## src/rtl/xor_nand_sequencer.sv

```systemverilog
// xor_nand_sequencer: computes a ^ b by issuing the four-NAND XOR network
// (t1 = ~(a&b), t3 = ~(a&t1), t4 = ~(b&t1), s = ~(t3&t4)) one NAND per cycle
// through a single external combinational NAND array.
// Optional feature: define XOR_NAND_SEQUENCER_STATS_EN to add an 8-bit
// op_count output that counts completed operations.
module xor_nand_sequencer #(
   parameter int unsigned WIDTH = 4
) (
   input  logic             clk,
   input  logic             reset,
   input  logic             start,
   input  logic [WIDTH-1:0] a,
   input  logic [WIDTH-1:0] b,
   output logic [WIDTH-1:0] nand_x,
   output logic [WIDTH-1:0] nand_y,
   input  logic [WIDTH-1:0] nand_s,
   output logic             busy,
   output logic             done,
`ifdef XOR_NAND_SEQUENCER_STATS_EN
   output logic [7:0]       op_count,
`endif
   output logic [WIDTH-1:0] s
);

   typedef enum logic [2:0] {
      StIdle = 3'd0,
      StS1   = 3'd1,
      StS2   = 3'd2,
      StS3   = 3'd3,
      StS4   = 3'd4,
      StDone = 3'd5
   } state_e;

   state_e state_q, state_d;

   logic [WIDTH-1:0] ra_q, rb_q, t1_q, t3_q, t4_q, s_q;

   // Start is only honoured when no operation is in flight.
   logic accept;
   assign accept = start && ((state_q == StIdle) || (state_q == StDone));

   // State register with synchronous reset.
   always_ff @(posedge clk) begin
      if (reset) begin
         state_q <= StIdle;
      end else begin
         state_q <= state_d;
      end
   end

   // Next-state logic: fixed four-step walk, DONE may chain straight into S1.
   always_comb begin
      state_d = state_q;
      unique case (state_q)
         StIdle:  state_d = start ? StS1 : StIdle;
         StS1:    state_d = StS2;
         StS2:    state_d = StS3;
         StS3:    state_d = StS4;
         StS4:    state_d = StDone;
         StDone:  state_d = start ? StS1 : StIdle;
         default: state_d = StIdle;
      endcase
   end

   // Output decode: NAND operand routing and handshake flags per state.
   always_comb begin
      nand_x = '0;
      nand_y = '0;
      busy   = 1'b0;
      done   = 1'b0;
      unique case (state_q)
         StS1: begin
            nand_x = ra_q;
            nand_y = rb_q;
            busy   = 1'b1;
         end
         StS2: begin
            nand_x = ra_q;
            nand_y = t1_q;
            busy   = 1'b1;
         end
         StS3: begin
            nand_x = rb_q;
            nand_y = t1_q;
            busy   = 1'b1;
         end
         StS4: begin
            nand_x = t3_q;
            nand_y = t4_q;
            busy   = 1'b1;
         end
         StDone:  done = 1'b1;
         default: ;
      endcase
   end

   // Operand capture and intermediate/result storage from the shared NAND.
   always_ff @(posedge clk) begin
      if (reset) begin
         ra_q <= '0;
         rb_q <= '0;
         t1_q <= '0;
         t3_q <= '0;
         t4_q <= '0;
         s_q  <= '0;
      end else begin
         if (accept) begin
            ra_q <= a;
            rb_q <= b;
         end
         if (state_q == StS1) t1_q <= nand_s;
         if (state_q == StS2) t3_q <= nand_s;
         if (state_q == StS3) t4_q <= nand_s;
         if (state_q == StS4) s_q  <= nand_s;
      end
   end

   assign s = s_q;

`ifdef XOR_NAND_SEQUENCER_STATS_EN
   logic [7:0] op_count_q;

   // Completion counter; wraps naturally at 8 bits, aborted ops never reach S4->DONE.
   always_ff @(posedge clk) begin
      if (reset) begin
         op_count_q <= '0;
      end else if (state_q == StS4) begin
         op_count_q <= op_count_q + 8'd1;
      end
   end

   assign op_count = op_count_q;
`endif

endmodule

```

## config.mk

```make
export PLATFORM = sky130hd
export DESIGN_NAME = xor_nand_sequencer
export DESIGN_NICKNAME = d
export VERILOG_FILES = /design/src/rtl/xor_nand_sequencer.sv
export SDC_FILE = /design/constraint.sdc
export NUM_CORES = 1
export LEC_CHECK = 0
export ABC_AREA = 1
export BUFFER_PORTS_ARGS = -buffer_cell sky130_fd_sc_hd__buf_2
export CORE_ASPECT_RATIO = 0.7
export CORE_MARGIN = 3
export CORE_UTILIZATION = 50
export CTS_CLUSTER_SIZE = 10
export DETAILED_ROUTE_END_ITERATION = 6
export PLACE_DENSITY_LB_ADDON = 0.15
export SLEW_MARGIN = 20
export SYNTH_ARGS = -nofsm -noshare
export SYNTH_HDL_FRONTEND = slang
export SYNTH_SLANG_ARGS = --single-unit
export TNS_END_PERCENT = 100
```

## constraint.sdc

```tcl
create_clock -name clk -period 1.11 [get_ports clk]
set_input_delay 0.111 -clock clk [delete_from_list [all_inputs] [get_ports clk]]
set_output_delay 0.111 -clock clk [all_outputs]
set_load 0.05 [all_outputs]
```

==> out/metrics.csv, run 1 <==
stage;metric;value;unit
layout;Nets;236;
worst_setup_path;Worst Path Required;1.00;ns
worst_setup_path;R2R Path End;t4_q[2]$_SDFFE_PP0N_;
detailed_routing;drt total wl;3370;um
place;routability congestion estimate;0.882;
synthesis;post-synth cell types;21;
clocking;CTS buffer count;3;
layout;final cell count without fillers;252;
sta;slew at the pin closest to its max-slew limit;0.429;ns
grt;global-route usage over all layers;22.0;%
clocking;CTS max path bufs;2;
place;placed cell count;238;
sta;final worst slack;-0.517;ns
die;I/O pin total;29;
die;die footprint;3210;um^2
layout;synth-to-layout area growth;42.0;%
layout;# fillers;165;
hold_path;Hold Crit Class;primary input to register;
die;Placeable Area;2280;um^2
worst_setup_path;Critical Setup Path Class;register to primary output;
sta;Setup TNS Final;-6.28;ns
grt;first-pass GRT wire length;5260;um
run_status;violated checks;negative setup slack;
sta;Hold Worst Slack;0.0486;ns
synthesis;Synth area leader;dfxtp_1;
place;port buffer count;28;
power_and_ir_drop;cell area power density;1430;nW/um^2
grt;largest net degree at the start of global routing;18;
detailed_routing;Routed Antenna Nets;0;
power_and_ir_drop;Sw Ratio;37.8;%
die;num rows;14;
clocking;CTS tree;done;
synthesis;Seq/Total Area, Yosys;42.3;%
place;post-DP HPWL;2260;um
synthesis;Seq cells post-synth;27;
worst_setup_path;critical path startpoint category;register;
power_and_ir_drop;Max rail drop VDD;913;uV
detailed_routing;TritonRoute pass-1 iters;4;
sta;part of the cycle the worst path needs;147;%
synthesis;Mapped Nets;186;
layout;n_diodes;0;
detailed_routing;drt drc;0;
worst_setup_path;Worst path depth;5;
clocking;clk slew on worst S/H paths;0.15;ns
worst_setup_path;CP Max Fanout;6;
detailed_routing;Iteration-0 DRC Markers;44;
sta;clock skew;0.00184;ns
power_and_ir_drop;P_int;1.61;mW
synthesis;Syn Area/Cell;7.47;um^2
worst_setup_path;Worst Reg-to-Reg Cells;9;
worst_setup_path;CP max stage delay;0.40;ns
synthesis;share of the synthesized area in the top cell type;42.3;%
worst_setup_path;CP Capture Type;primary output;
power_and_ir_drop;Psw;0.980;mW
sta;crit path time final;1.63;ns
die;Die H;48.3;um
detailed_routing;Vias/cell;5.18;
power_and_ir_drop;Seq pwr share;44.5;%
clocking;clk_lat worst skew;0.33;ns
worst_setup_path;crit path cell chain;nor2_4, nand2_2, buf_6, o211ai_1, buf_4;
detailed_routing;routed len/inst;13.4;um
power_and_ir_drop;leak pwr;0.804;nW
power_and_ir_drop;clock group share of total power;16.8;%
sta;fmax;615;MHz
synthesis;Cell Area, Synth;1280;um^2
detailed_routing;via count;1305;
layout;most frequent cells in the layout;nand2_1, dfxtp_1, nor2_1, buf_4;
power_and_ir_drop;Comb power frac;38.7;%
die;Die Wd;66.4;um
layout;most common cell after layout, fill and taps aside;nand2_1;
sta;final hold violations;0;
run_status;status;finished, violations left;
sta;Slew HR;71.4;%
worst_setup_path;worst path bufs/invs;2;
grt;antenna violations before repair;0;
clocking;htree depth;1;
grt;total gr overflow;0;
hold_path;worst hold stages;3;
sta;unrepaired setup endpoints after global routing;true;
worst_setup_path;worst r2r src;state_q[1]$_SDFF_PP0_;
worst_setup_path;slowest CP cell;dfxtp_4;
clocking;CTS Sinks;27;
clocking;CTS Root Buffer Type;clkbuf_4;
worst_setup_path;delay-heaviest family, CP;flip-flops;
layout;layout cells sized above 1;41.8;%
worst_setup_path;R2R setup slack;-0.20;ns
synthesis;yosys warns;0;
job;max-cap viol count;0;
worst_setup_path;crit path to;nand_x[1];
grt;vias in the first global route;1136;
synthesis;synth top area cells;dfxtp_1, nand2_1, nor2_1;
sta;Final setup viols;25;
worst_setup_path;CP startpoint;state_q[1]$_SDFF_PP0_;
worst_setup_path;Arrival @ worst endpoint;1.52;ns
synthesis;Post-Syn Instances;171;
die;Initial Util;56.1;%
sta;Max Slew Vio Count;0;
-- state kept, by name (all words and copies together) (netlist names) --
register / count
ra_q: 4
state_q: 3
rb_q: 4
s: 4
t1_q: 4
t3_q: 4
t4_q: 4
-- per-stage QoR --
stage / cell area (um^2) / total power, mW / util [%] / setup WS (ns)
3_5_place_dp: 1510 / 1.90 / 66.4 / -0.224
3_3_place_gp: 1510 / 1.87 / 66.4 / -0.155
5_1_grt: 1810 / 2.73 / 79.7 / -0.582
2_1_floorplan: 1290 / 1.73 / - / -0.485
6_report: 1810 / 2.59 / 79.7 / -0.517
4_1_cts: 1750 / 2.52 / 76.8 / -0.497
-- final cells by class --
type                       instances  area (um^2)  share of cell area [%]
multi-input combinational        114          703                    38.8
sequential                        27          552                    30.4
timing repair buffer              51          392                    21.6
inverter                          24          100                    5.52
tap                               32         40.0                    2.21
clock buffer                       3         22.5                    1.24
clock inverter                     1         5.00                   0.276
-- cell families (layout without fill, tap and decap cells) --
family | Yosys count | count (layout) | synth area share, %
simple gates | 69 | 71 | 24.4
compound gates | 43 | 43 | 20.8
buf+inv | 32 | 79 | 12.5
flops | 27 | 27 | 42.3
-- power groups by stage --
stage / logic (mW) / registers [mW] / clock network [mW]
CTS: 0.947 / 1.15 / 0.431
detailed placement: 0.734 / 1.16 / 0
floorplan: 0.562 / 1.17 / 0
finish: 1.00 / 1.15 / 0.435
global placement: 0.716 / 1.16 / 0
global route: 1.08 / 1.16 / 0.480
-- tightest hold or removal path, cell delays in order --
cell and delay, ns:
buf_2 0.11, nor2_2 0.04, nor2_1 0.08
-- cells in the mapped netlist, drive strengths merged --
| library cell | number |
|---|---|
| a21oi | 19 |
| buf | 6 |
| clkbuf | 2 |
| dfxtp | 27 |
| inv | 24 |
| nand2 | 30 |
| nand3 | 12 |
| nor2 | 27 |
| o211ai | 8 |
| o21ai | 16 |
-- worst min-delay path by stage --
| stage | from | slack (ns) | endpoint |
|---|---|---|---|
| 2_1_floorplan | reset | 0.17 | state_q[1]$_SDFF_PP0_ |
| 6_report | nand_s[3] | 0.05 | t4_q[3]$_SDFFE_PP0N_ |
| 3_5_place_dp | reset | 0.32 | state_q[2]$_SDFF_PP0_ |
| 5_1_grt | nand_s[3] | 0.05 | t4_q[3]$_SDFFE_PP0N_ |
| 3_3_place_gp | reset | 0.31 | state_q[1]$_SDFF_PP0_ |
| 4_1_cts | nand_s[3] | 0.05 | t4_q[3]$_SDFFE_PP0N_ |
-- layer usage --
| layer | part of all wire, % | track usage (%) | wire, um | vias up |
|---|---|---|---|---|
| met3 | 4.6 | 4.61 | 155 | 6 |
| met5 | 0 | 0 | 0 | - |
| met1 | 47 | 30.7 | 1590 | 606 |
| met2 | 47 | 36.3 | 1590 | 39 |
| met4 | 0.80 | 4.05 | 27 | 0 |
| li1 | - | - | - | 654 |
-- timing repair --
action / in CTS / in global routing
hold endpoints to repair: 3 / 0
gates cloned: 2 / 0
hold buffers: 1 / 0
pin swaps: 11 / 2
buffers inserted: 5 / 3
endpoints found under the setup margin: 24 / 30
resized for setup: 42 / 18
No activity file was read; power rests on OpenSTA's default activity.
==> inputs of run 2 (changes only) <==
- ABC_AREA: 1 -> 0
==> run 2 against run 1 <==
Against the previous run:
- the run still ends with negative setup slack left
- clock skew is 0.0025 ns higher
- die area is 3.6% higher
- global-route usage is 2.1 points higher
- design area is 12% higher
- routed wire length is 15% higher
- sequential share of layout area is 3.3 points lower
- core utilization is 7.5 points higher
- critical path depth stayed put
- register-to-register slack worse by 0.22 ns
- synthesized cell count is 20% lower
- critical path type unchanged
- largest cell class unchanged
==> out/metrics.csv, run 2 <==
stage;metric;value;unit
synthesis;post-synth cell types;29;
layout;layout cells sized above 1;51.9;%
die;Die H;49.1;um
sta;part of the cycle the worst path needs;142;%
layout;most frequent cells in the layout;dfxtp_1, mux2i_1, buf_6, buf_2, nor2_1;
synthesis;count leader, synth;dfxtp_1;
clocking;clk slew on worst S/H paths;0.09;ns
grt;first-pass GRT wire length;6010;um
worst_setup_path;Critical Setup Path Class;register to primary output;
detailed_routing;top sig layer;met4;
die;Die Wd;67.6;um
place;placed cell count;200;
grt;antenna violations before repair;0;
clocking;CTS buffer count;3;
place;DP Worst Slack;-0.327;ns
worst_setup_path;worst path bufs/invs;2;
worst_setup_path;R2R Path End;ra_q[0]$_SDFFE_PP0P_;
detailed_routing;via count;1183;
detailed_routing;TritonRoute pass-1 iters;4;
worst_setup_path;critical path startpoint category;register;
synthesis;Synth top cells by count;dfxtp_1, mux2i_1, nor2_1, nand2b_1;
detailed_routing;met2 WL post-DR;1880;um
detailed_routing;drt drc;0;
grt;total gr overflow;0;
worst_setup_path;CP Capture Type;primary output;
die;die footprint;3320;um^2
worst_setup_path;Worst Path Required;1.00;ns
place;post-DP HPWL;2470;um
detailed_routing;Vias/cell;5.50;
worst_setup_path;worst r2r src;state_q[0]$_SDFF_PP0_;
die;num rows;14;
detailed_routing;DR WL met3;184;um
clocking;CTS tree;done;
synthesis;share of flip-flops with an asynchronous set or reset;0;%
layout;n_diodes;0;
worst_setup_path;crit path cell chain;buf_6, nor2b_4, a22oi_2, o21ai_4, buf_8;
sta;fmax;635;MHz
detailed_routing;Routed Antenna Nets;0;
worst_setup_path;slowest CP cell;dfxtp_4;
layout;final cell count without fillers;215;
detailed_routing;drt total wl;3880;um
die;Initial Util;57.0;%
power_and_ir_drop;cell area power density;1260;nW/um^2
layout;synth-to-layout area growth;52.9;%
worst_setup_path;R2R setup slack;-0.42;ns
place;port buffer count;28;
synthesis;Synth area leader;dfxtp_1;
sta;Slew HR;65.7;%
grt;global-route usage over all layers;24.2;%
clocking;htree depth;1;
run_status;status;finished, violations left;
synthesis;share of the synthesized area in the top cell type;40.7;%
synthesis;Syn Area/Cell;9.77;um^2
place;routability congestion estimate;0.757;
clocking;CTS Root Buffer Type;clkbuf_8;
worst_setup_path;CP Max Fanout;5;
power_and_ir_drop;leak pwr;0.853;nW
job;max-cap viol count;0;
clocking;clk_lat worst skew;0.27;ns
layout;Layout Utilization;87.2;%
sta;crit path time final;1.58;ns
synthesis;Seq/Total Area, Yosys;40.7;%
synthesis;synth top area cells;dfxtp_1, mux2i_1, nand2b_1;
layout;# fillers;115;
layout;area occupied by multi-input gates;923;um^2
clocking;CTS max path bufs;2;
synthesis;top_reg_cell synth;dfxtp_1;
grt;vias in the first global route;1212;
sta;slew at the pin closest to its max-slew limit;0.515;ns
sta;Final setup viols;36;
layout;most common cell after layout, fill and taps aside;dfxtp_1;
synthesis;Seq cells post-synth;27;
sta;Hold Worst Slack;0.0909;ns
worst_setup_path;crit path to;nand_y[3];
sta;Max Slew Vio Count;0;
die;I/O pin total;29;
synthesis;Post-Syn Instances;136;
die;Placeable Area;2330;um^2
power_and_ir_drop;total power;2.56;mW
synthesis;Post-synth EDFFs;0;
clocking;CTS Sinks;27;
detailed_routing;wl on met1;1760;um
worst_setup_path;Arrival @ worst endpoint;1.46;ns
synthesis;Mapped Nets;151;
layout;Finished Cell Area;2030;um^2
detailed_routing;Iteration-0 DRC Markers;49;
run_status;violated checks;negative setup slack;
synthesis;yosys warns;0;
grt;largest net degree at the start of global routing;36;
layout;Nets;199;
sta;unrepaired setup endpoints after global routing;true;
sta;final worst slack;-0.466;ns
synthesis;Cell Area, Synth;1330;um^2
worst_setup_path;CP startpoint;state_q[2]$_SDFF_PP0_;
layout;FF/Latch Area;552;um^2
hold_path;Hold Crit Class;primary input to register;
sta;clock skew;0.00436;ns
sta;final hold violations;0;
sta;Setup TNS Final;-10.82;ns
detailed_routing;routed len/inst;18.0;um
worst_setup_path;delay-heaviest family, CP;flip-flops;
power_and_ir_drop;Max rail drop VDD;1160;uV
worst_setup_path;CP max stage delay;0.37;ns
worst_setup_path;Worst path depth;5;
worst_setup_path;Worst Reg-to-Reg Cells;5;
place;Cell Area, Placed;1700;um^2
-- run 2: cell count changes after synthesis, sizes merged, moves of 3 or more --
cell | previous run | this run
mux2i | 0 | 24
nand2b | 0 | 16
o211ai | 8 | 0
nand3 | 12 | 0
buf | 6 | 9
a22oi | 0 | 8
o21ai | 16 | 8
nor2 | 27 | 17
inv | 24 | 1
nand2 | 30 | 8
a21oi | 19 | 1
nor3b | 0 | 4
-- run 2: metal layers --
layer  vias to the layer above  global-route usage (%)
met2                        31                    41.0
met1                       586                    30.2
li1                        558                       -
met4                         0                    5.39
met5                         -                       0
met3                         8                    6.22
-- run 2: kinds of logic after synthesis --
logic type	count (synthesis)	synth area share (%)
compound gates	19	9.13
xor+xnor	2	1.32
mux	24	18.1
simple gates	53	24.7
buf+inv	11	6.12
flops	27	40.7
-- run 2: final cells by class --
cell class / instances / area share, %
repair buffers: 53 / 23.0
clock buffers: 4 / 2.22
flip-flops and latches: 27 / 27.2
inverters: 1 / 0.185
multi-input cells: 98 / 45.4
well taps: 32 / 1.97
-- run 2: repair_timing --
item | CTS | global route
pin swaps | 10 | 7
resized for setup | 43 | 15
setup endpoints to repair | 36 | 36
buffers inserted | 5 | 7
hold buffers | 0 | 0
-- run 2: where the power goes --
part / internal (mW) / total [mW] / switching (mW)
clock: 0.257 / 0.559 / 0.301
combinational: 0.437 / 0.882 / 0.445
sequential: 1.04 / 1.12 / 0.0807
-- run 2: how the worst min path moves through the flow --
stage,cells past startpoint,end,from
finish,3,rb_q[3]$_SDFFE_PP0P_,b[3]
global route,3,rb_q[1]$_SDFFE_PP0P_,b[1]
CTS,3,rb_q[0]$_SDFFE_PP0P_,b[0]
detailed placement,3,rb_q[0]$_SDFFE_PP0P_,b[0]
global placement,3,ra_q[0]$_SDFFE_PP0P_,a[0]
floorplan,2,t4_q[0]$_SDFFE_PP0N_,nand_s[0]
-- run 2: tightest hold or removal path: stages --
cell,delay [ns]
buf_2,0.09
nand2b_1,0.05
mux2i_1,0.06
